$ cat config.mk
export PLATFORM = sky130hd
export DESIGN_NAME = isi_fir_channel
export DESIGN_NICKNAME = d
export VERILOG_FILES = /design/src/rtl/isi_fir_channel.sv
export SDC_FILE = /design/constraint.sdc
export NUM_CORES = 1
export LEC_CHECK = 0
export ABC_AREA = 1
export CAP_MARGIN = 30
export CORE_ASPECT_RATIO = 0.7
export CORE_MARGIN = 2
export CORE_UTILIZATION = 56
export CTS_BUF_LIST = sky130_fd_sc_hd__clkbuf_8
export CTS_CLUSTER_DIAMETER = 40
export DETAILED_ROUTE_END_ITERATION = 7
export PLACE_DENSITY = 0.69
export SLEW_MARGIN = 20
export SYNTH_ARGS = -nofsm -noshare
export SYNTH_HDL_FRONTEND = slang
export SYNTH_SLANG_ARGS = --single-unit
$ cat constraint.sdc
create_clock -name clk -period 8.7 [get_ports clk]
set_input_delay 1.74 -clock clk [delete_from_list [all_inputs] [get_ports clk]]
set_output_delay 1.74 -clock clk [all_outputs]
set_load 0.005 [all_outputs]
$ cat src/rtl/isi_fir_channel.sv
// ISI channel model: streams signed PAM-4 samples through an L-tap FIR
// with double-buffered taps, round-half-up and output saturation.
module isi_fir_channel #(
  parameter int SIGNAL_RESOLUTION     = 8,
  parameter int PULSE_RESPONSE_LENGTH = 4,
  parameter int COEF_WIDTH            = 8,
  parameter int COEF_FRAC             = 6
) (
  input  logic                                     clk,
  input  logic                                     rstn,
  input  logic signed [SIGNAL_RESOLUTION-1:0]      signal_in,
  input  logic                                     signal_in_valid,
  output logic signed [SIGNAL_RESOLUTION-1:0]      signal_out,
  output logic                                     signal_out_valid,
  input  logic                                     coef_wr_en,
  input  logic [$clog2(PULSE_RESPONSE_LENGTH)-1:0] coef_addr,
  input  logic signed [COEF_WIDTH-1:0]             coef_data,
  input  logic                                     coef_commit,
  input  logic                                     flush,
  input  logic                                     sat_clear,
  output logic                                     sat_flag
);

  localparam int SR  = SIGNAL_RESOLUTION;
  localparam int L   = PULSE_RESPONSE_LENGTH;
  localparam int CW  = COEF_WIDTH;
  localparam int CF  = COEF_FRAC;
  localparam int PW  = SR + CW;
  localparam int ACW = PW + $clog2(L);

  localparam logic signed [CW-1:0] TAP_ONE  = CW'(2 ** CF);
  localparam logic signed [CW-1:0] TAP_HALF = CW'(2 ** (CF - 1));

  localparam logic signed [ACW-1:0] RND  = ACW'(2 ** (CF - 1));
  localparam logic signed [ACW-1:0] AMAX = ACW'(2 ** (SR - 1) - 1);
  localparam logic signed [ACW-1:0] AMIN = ACW'(-(2 ** (SR - 1)));

  localparam logic signed [SR-1:0] OMAX = {1'b0, {(SR-1){1'b1}}};
  localparam logic signed [SR-1:0] OMIN = {1'b1, {(SR-1){1'b0}}};

  logic signed [CW-1:0]  shd  [L];
  logic signed [CW-1:0]  act  [L];
  logic signed [SR-1:0]  x    [L];
  logic signed [PW-1:0]  prod [L];
  logic                  v0;
  logic                  v1;

  logic signed [ACW-1:0] acc;
  logic signed [ACW-1:0] rnd;
  logic signed [ACW-1:0] shifted;
  logic                  sat_hi;
  logic                  sat_lo;
  logic signed [SR-1:0]  result;

  // Commit reads shadow before this edge's write lands.
  always_ff @(posedge clk) begin
    if (!rstn) begin
      for (int k = 0; k < L; k++) begin
        if (k == 0) begin
          shd[k] <= TAP_ONE;
          act[k] <= TAP_ONE;
        end else if (k == 1) begin
          shd[k] <= TAP_HALF;
          act[k] <= TAP_HALF;
        end else begin
          shd[k] <= '0;
          act[k] <= '0;
        end
      end
    end else begin
      if (coef_commit) begin
        for (int k = 0; k < L; k++)
          act[k] <= shd[k];
      end
      if (coef_wr_en && (int'(coef_addr) < L))
        shd[coef_addr] <= coef_data;
    end
  end

  always_ff @(posedge clk) begin
    if (!rstn) begin
      for (int k = 0; k < L; k++)
        x[k] <= '0;
    end else if (signal_in_valid) begin
      x[0] <= signal_in;
      for (int k = 1; k < L; k++)
        x[k] <= flush ? '0 : x[k-1];
    end else if (flush) begin
      for (int k = 0; k < L; k++)
        x[k] <= '0;
    end
  end

  always_ff @(posedge clk) begin
    if (!rstn) begin
      v0 <= 1'b0;
      v1 <= 1'b0;
      for (int k = 0; k < L; k++)
        prod[k] <= '0;
    end else begin
      v0 <= signal_in_valid;
      v1 <= v0;
      if (v0) begin
        for (int k = 0; k < L; k++)
          prod[k] <= PW'(x[k]) * PW'(act[k]);
      end
    end
  end

  always_comb begin
    acc = '0;
    for (int k = 0; k < L; k++)
      acc = acc + {{(ACW-PW){prod[k][PW-1]}}, prod[k]};
    rnd     = acc + RND;
    shifted = rnd >>> CF;
    sat_hi  = shifted > AMAX;
    sat_lo  = shifted < AMIN;
    unique case (1'b1)
      sat_hi:  result = OMAX;
      sat_lo:  result = OMIN;
      default: result = shifted[SR-1:0];
    endcase
  end

  always_ff @(posedge clk) begin
    if (!rstn) begin
      signal_out       <= '0;
      signal_out_valid <= 1'b0;
      sat_flag         <= 1'b0;
    end else begin
      signal_out_valid <= v1;
      if (v1)
        signal_out <= result;
      if (v1 && (sat_hi || sat_lo))
        sat_flag <= 1'b1;
      else if (sat_clear)
        sat_flag <= 1'b0;
    end
  end

endmodule

Yosys cells after proc, flatten, opt, wreduce, memory -nomap -nowiden
Memories as Yosys holds them, arrays and structs flattened.
Index checks and enable logic that the tools add are counted.
{"block": "totals", "out_inout_bits": 10, "elab_cells": 81, "n_memories": 4, "inputBits": 25, "ram_bits": 160, "regBits": 12}
{"memory": "prod", "depth": 4, "width": 16, "rd": 4, "rd_clocked_by_memory_dff": 0, "write_ports": 4, "line_no": "44", "rtl": "logic signed [PW-1:0] prod [L];"}
{"memory": "act", "depth": 4, "width": 8, "rd": 4, "rd_clocked_by_memory_dff": 0, "write_ports": 4, "line_no": "42", "rtl": "logic signed [CW-1:0] act [L];"}
{"memory": "shd", "depth": 4, "width": 8, "rd": 4, "rd_clocked_by_memory_dff": 0, "write_ports": 4, "line_no": "41", "rtl": "logic signed [CW-1:0] shd [L];"}
{"memory": "x", "depth": 4, "width": 8, "rd": 4, "rd_clocked_by_memory_dff": 0, "write_ports": 4, "line_no": "43", "rtl": "logic signed [SR-1:0] x [L];"}
{"block": "classes", "n_mul": 4, "n_addsub": 4, "n_lt_le_gt_ge": 2, "bitwise": 16, "mux": 42, "reduce_logical": 4}
{"cell": "8-bit two-way mux", "count": 16}
{"cell": "8-bit by 8-bit multiplier with 16-bit output", "count": 4}
{"cell": "16-bit two-way mux", "count": 4}
{"cell": "1-bit two-way mux", "count": 20}
{"cell": "17-bit by 16-bit adder with 18-bit output", "count": 1}
{"cell": "18-bit adder", "count": 1}
{"cell": "18-bit by 7-bit adder with 18-bit output (second input constant)", "count": 1}
{"cell": "16-bit by 16-bit adder with 17-bit output", "count": 1}
{"cell": "1-bit bitwise OR", "count": 16}
{"cell": "8-bit case mux with 2 select lines", "count": 1}
{"cell": "12-bit by 8-bit greater-than comparator with 1-bit output (second input constant)", "count": 1}
{"cell": "12-bit by 8-bit less-than comparator with 1-bit output (second input constant)", "count": 1}
{"cell": "8-bit OR reduction", "count": 1}
{"cell": "2-bit two-way mux", "count": 1}
{"cell": "2-bit nonzero test", "count": 1}
{"cell": "1-bit logical AND", "count": 1}
{"cell": "1-bit logical OR", "count": 1}

Logic depth before layout (Yosys ltp)
{"block": "logic_depth", "word_depth": 8, "depth_mapped": 22, "ltp_nobuf": 21}

Worst setup path after synthesis
Ideal clock, no wire load.
{"block": "synth_timing", "kind": "reg2reg", "from": "mem x[3][0] (netlist name)", "to": "mem prod[3][12] (netlist name) (data pin)", "setup_slack_ps": 4359, "path_buffers": 1, "synth_period_minus_slack_ps": 4341, "stages_incl_launch_ff": 17, "arrival_time_ps": 4082, "required_ps": 8440, "setup_time_ps": 260, "path_cell_list": "dfxtp_1 clkbuf_1 or2_2 fa_1 fa_1 inv_1 fa_1 fa_1 ha_1 a21oi_1 o21ai_0 a21oi_1 nor2_1 o21ai_0 nand2_1 o21ai_0 a21oi_1"}
{"item": "start: declaration", "line_no": "43"}
{"item": "end: declaration", "line_no": "44"}

==> results.txt <==
Of the total power, the clock network draws 21.4%. The run gives 1146 as the number of DRC violations after detailed-routing iteration 0. The floorplan has 55 rows. The total overflow left after global routing is 0. TritonCTS built the clock tree. Clock-pin slew was measured on the worst setup and hold paths at 0.10 ns. The run gives 0 as the count of final max-slew check failures. The share of the core filled with cells in the final layout is 59.8%, and the share of total power consumed by net switching is 39.9%. Net switching power: 1.04 mW.

The tools report the final weighted congestion in routability-driven placement as 0.914. The routed layout has 12703 vias. The tools report the number of antenna violations at the first check in global routing as 0. During synthesis, Yosys emitted a total of 0 warnings. In the routed design, unresolved DRC markers number 0. In this run, flip-flops and latches consume 38.8% of the power. Largest area contributor in the netlist: fa_1.

The height of the die was 155 um; the number of buffers added to fix hold violations after cts was 0. For this run, the total global-route usage over all layers was measured as 25.8%. In this design, the stage delay of the slowest critical-path cell is 0.55 ns. The initial utilization of the core area, before any placement, comes to 56.6%. Relative to the synthesized area, the layout overhead comes to 5.62%. The area enclosed by the die boundary was 34000 um^2. The tools report the type of destination of the critical path as a flip-flop. Core footprint: 32200 um^2. The pin count of the biggest net entering global routing is 65. Internal power comes to 1.56 mW. At the pin with the least slew margin, the transition time is 0.948 ns. The number of vias per cell was 5.01; the antenna diode instance count was 0. Setup repair after global routing left no endpoint under its margin. After synthesis, the netlist uses 37 different library cells. The logs give 18200 um^2 for the summed instance area of the synthesized netlist and 17 for the total CTS buffers. Along the worst hold path, the cell count comes to 2. At the later pin of the worst-skew pair, clock insertion delay measures 0.50 ns.

The logs give 39.8% for the combinational cell fraction of total power and 67.8 mm for the global-route wire length before repair. Of the cells placed in the final design, the portion with a size suffix greater than 1 is 3.60%. The top cell types in the final layout, fill and taps aside, are 610 x inv_1, 427 x nand2_1, 252 x fa_1. The run gives 40.2 mm as the overall routed net length.

In this run the mean area of a mapped cell was 8.61 um^2. The logs give 10.3 nW for the total leakage power and 0 for the reported max-cap violation count. The port buffer count came out at 34.

Among all flip-flop cells after synthesis, the most frequent one is edfxtp_1. For the clock skew, the log shows 0.0182 ns. Pin placement for this block handled 35 I/O pins.

The final count of negative-setup-slack endpoints is 0. In this run the number of cells on the critical path is 19. Nature of the critical path startpoint: a flip-flop. The count of instances resized after the clock tree is built was 0. The post-route minimum period is 4.70 ns, and the data arrival time of the critical path is 4.96 ns. The clock passes through at most 2 buffers.

Post-CTS setup repair buffer count: 0. The tree is rooted in a clkbuf_8. The flow ran to the end, and the final reports show no timing, DRC or antenna violations. IR analysis of the VDD net gives a maximum drop of 0.113 mV. Setup slack on the worst reg-to-reg path comes out at 4.00 ns. After layout, the worst path uses 54.1% of the clock period. After routing, the total negative slack on setup checks comes to 0 ns. The die outline width was 220 um. The worst path required time was 8.96 ns; the power density over the cells was 135 nW/um^2.

CTS built an H-tree with a depth of 4. The signal on the critical path passes through nand2_1 > inv_1 > fa_1 > inv_1 > fa_1 > inv_1 > fa_1 > inv_1 > fa_1 > inv_1 > ha_1 > a21oi_1 > nand2_1 > a21boi_0 > o21ai_0 > nand2_1 > a21oi_1 > nor3_1 > nor2_1. The total nets after synthesis was 2539; the mean routed wirelength per cell was 15.9 um.

The post-synthesis async set-or-reset flop share works out to 0%. The count of TritonRoute iterations in the first routing pass is 5. The clock sink count is 172, and the maximum fanout along the worst path is 8.

After synthesis the netlist holds a flip-flop and latch count of 172. The library cell contributing the largest single delay on the critical path was edfxtp_1. After filler insertion, the fill cell instance count of the layout stands at 2886. The worst hold-check path type is flip-flop to flip-flop. Synthesis produced a netlist whose cell count is 2117.

In this design, the critical path's most frequently occurring cell is inv_1. Measured in cells, the most critical reg-to-reg path has a length of 19. On the critical path the largest part of the delay comes from adder cells. Yosys attributes the largest share of cell area to fa_1 28%, edfxtp_1 24%, inv_1 13%. The logs give 0 for the count of nets left with antenna violations after detail routing and 26.8% for the sequential cell area fraction in the yosys report. The worst setup path is of the flip-flop to flip-flop kind.

Counting flops with a built-in enable in the synthesized netlist gives 144. The worst-case headroom to the max-slew limit came out at 36.8%. The leading cell type in the layout, fill and taps excluded is inv_1.

Detailed placement ended at an HPWL of 33.4 mm. The via count of the first global-routing pass came out at 13143. The design draws 2.60 mW. The critical path buffer and inverter count is 5, and the number of nets at the end of the flow is 2520. Timing would allow up to 213 MHz. The synthesized design devotes to its leading area cell type 27.7% of total area.

The count of final hold-check violations came out at 0.
[registers in the layout (all words and copies together) (netlist names)]
signal / count
act: 32
prod: 64
sat_flag: 1
shd: 32
signal_out: 8
signal_out_valid: 1
v0: 1
v1: 1
x: 32
[power by group through the flow]
stage | Clock, mW | Combinational (mW) | Sequential (mW)
global route | 0.599 | 1.19 | 1.02
finish | 0.558 | 1.04 | 1.01
floorplan | 0 | 0.796 | 0.980
detailed placement | 0 | 1.02 | 1.03
global placement | 0 | 0.994 | 1.03
CTS | 0.568 | 1.03 | 1.01
[logic make-up (layout without fill, tap and decap cells)]
kind of cell / Yosys count / after routing / share of synthesized area, %
xor gates and xnor gates: 39 / 39 / 1.91
AOI/OAI and AO/OA: 186 / 186 / 5.64
DFF: 172 / 172 / 26.8
and+or+nand+nor: 631 / 631 / 13.8
buffers and inverters: 692 / 686 / 14.3
adders and majority gates: 397 / 397 / 37.6
[routing by layer]
metal,wire length [um],up-vias,track usage [%]
li1,-,6202,-
met1,19500,6091,39.3
met2,17100,387,38.7
met3,3280,23,5.71
met4,411,0,3.99
met5,0,-,0
[worst reg2reg max path, delay by kind of cell, from the launching register on]
| kind | cells | cell delay [ns] |
|---|---|---|
| simple gates | 5 | 0.59 |
| buf+inv | 5 | 0.27 |
| compound gates | 4 | 0.71 |
| flops | 1 | 0.55 |
| fa+ha+maj | 5 | 2.34 |
[cell type report]
| cell class | instances | area (um^2) | share of cell area [%] |
|---|---|---|---|
| clock inverters | 15 | 144 | 0.747 |
| inverters | 615 | 2310 | 12.0 |
| multi-input cells | 1253 | 10800 | 55.8 |
| well taps | 427 | 534 | 2.77 |
| flip-flops and latches | 172 | 4880 | 25.4 |
| repair buffers | 39 | 405 | 2.10 |
| clock buffers | 17 | 234 | 1.21 |
[final timing paths]
path | start | endpoint
setup / recovery | act[0][9] | prod[1][14]
hold reg to reg | sat_flag | sat_flag
hold / removal | sat_flag | sat_flag
setup reg to reg | act[0][9] | prod[1][14]
[cell usage after synthesis (4+ instances only)]
library cell,count
ha_1,145
nor2_1,128
xor2_1,16
nand3_1,33
inv_1,609
a21oi_1,96
nor3_1,9
nand2_2,6
edfxtp_1,144
nor2_2,6
a21oi_2,5
xnor2_1,22
fa_1,252
nand4_1,4
or2_2,15
dfxtp_1,28
clkbuf_1,73
o2111ai_1,4
o21ai_0,59
o21a_1,9
nand2_1,427
[stage by stage]
| step | cells | cell area [um^2] | setup slack [ns] | hold WS [ns] |
|---|---|---|---|---|
| finish | 2538 | 19300 | 4.00 | 0.476 |
| global route | 2538 | 19300 | 3.61 | 0.489 |
| CTS | 2537 | 19200 | 4.00 | 0.479 |
| detailed placement | 2505 | 18900 | 4.02 | 0.463 |
| global placement | 2504 | 18800 | 4.12 | 0.466 |
| floorplan | 2117 | 18200 | 4.36 | 0.456 |
Power figures use the tool's default switching activity.
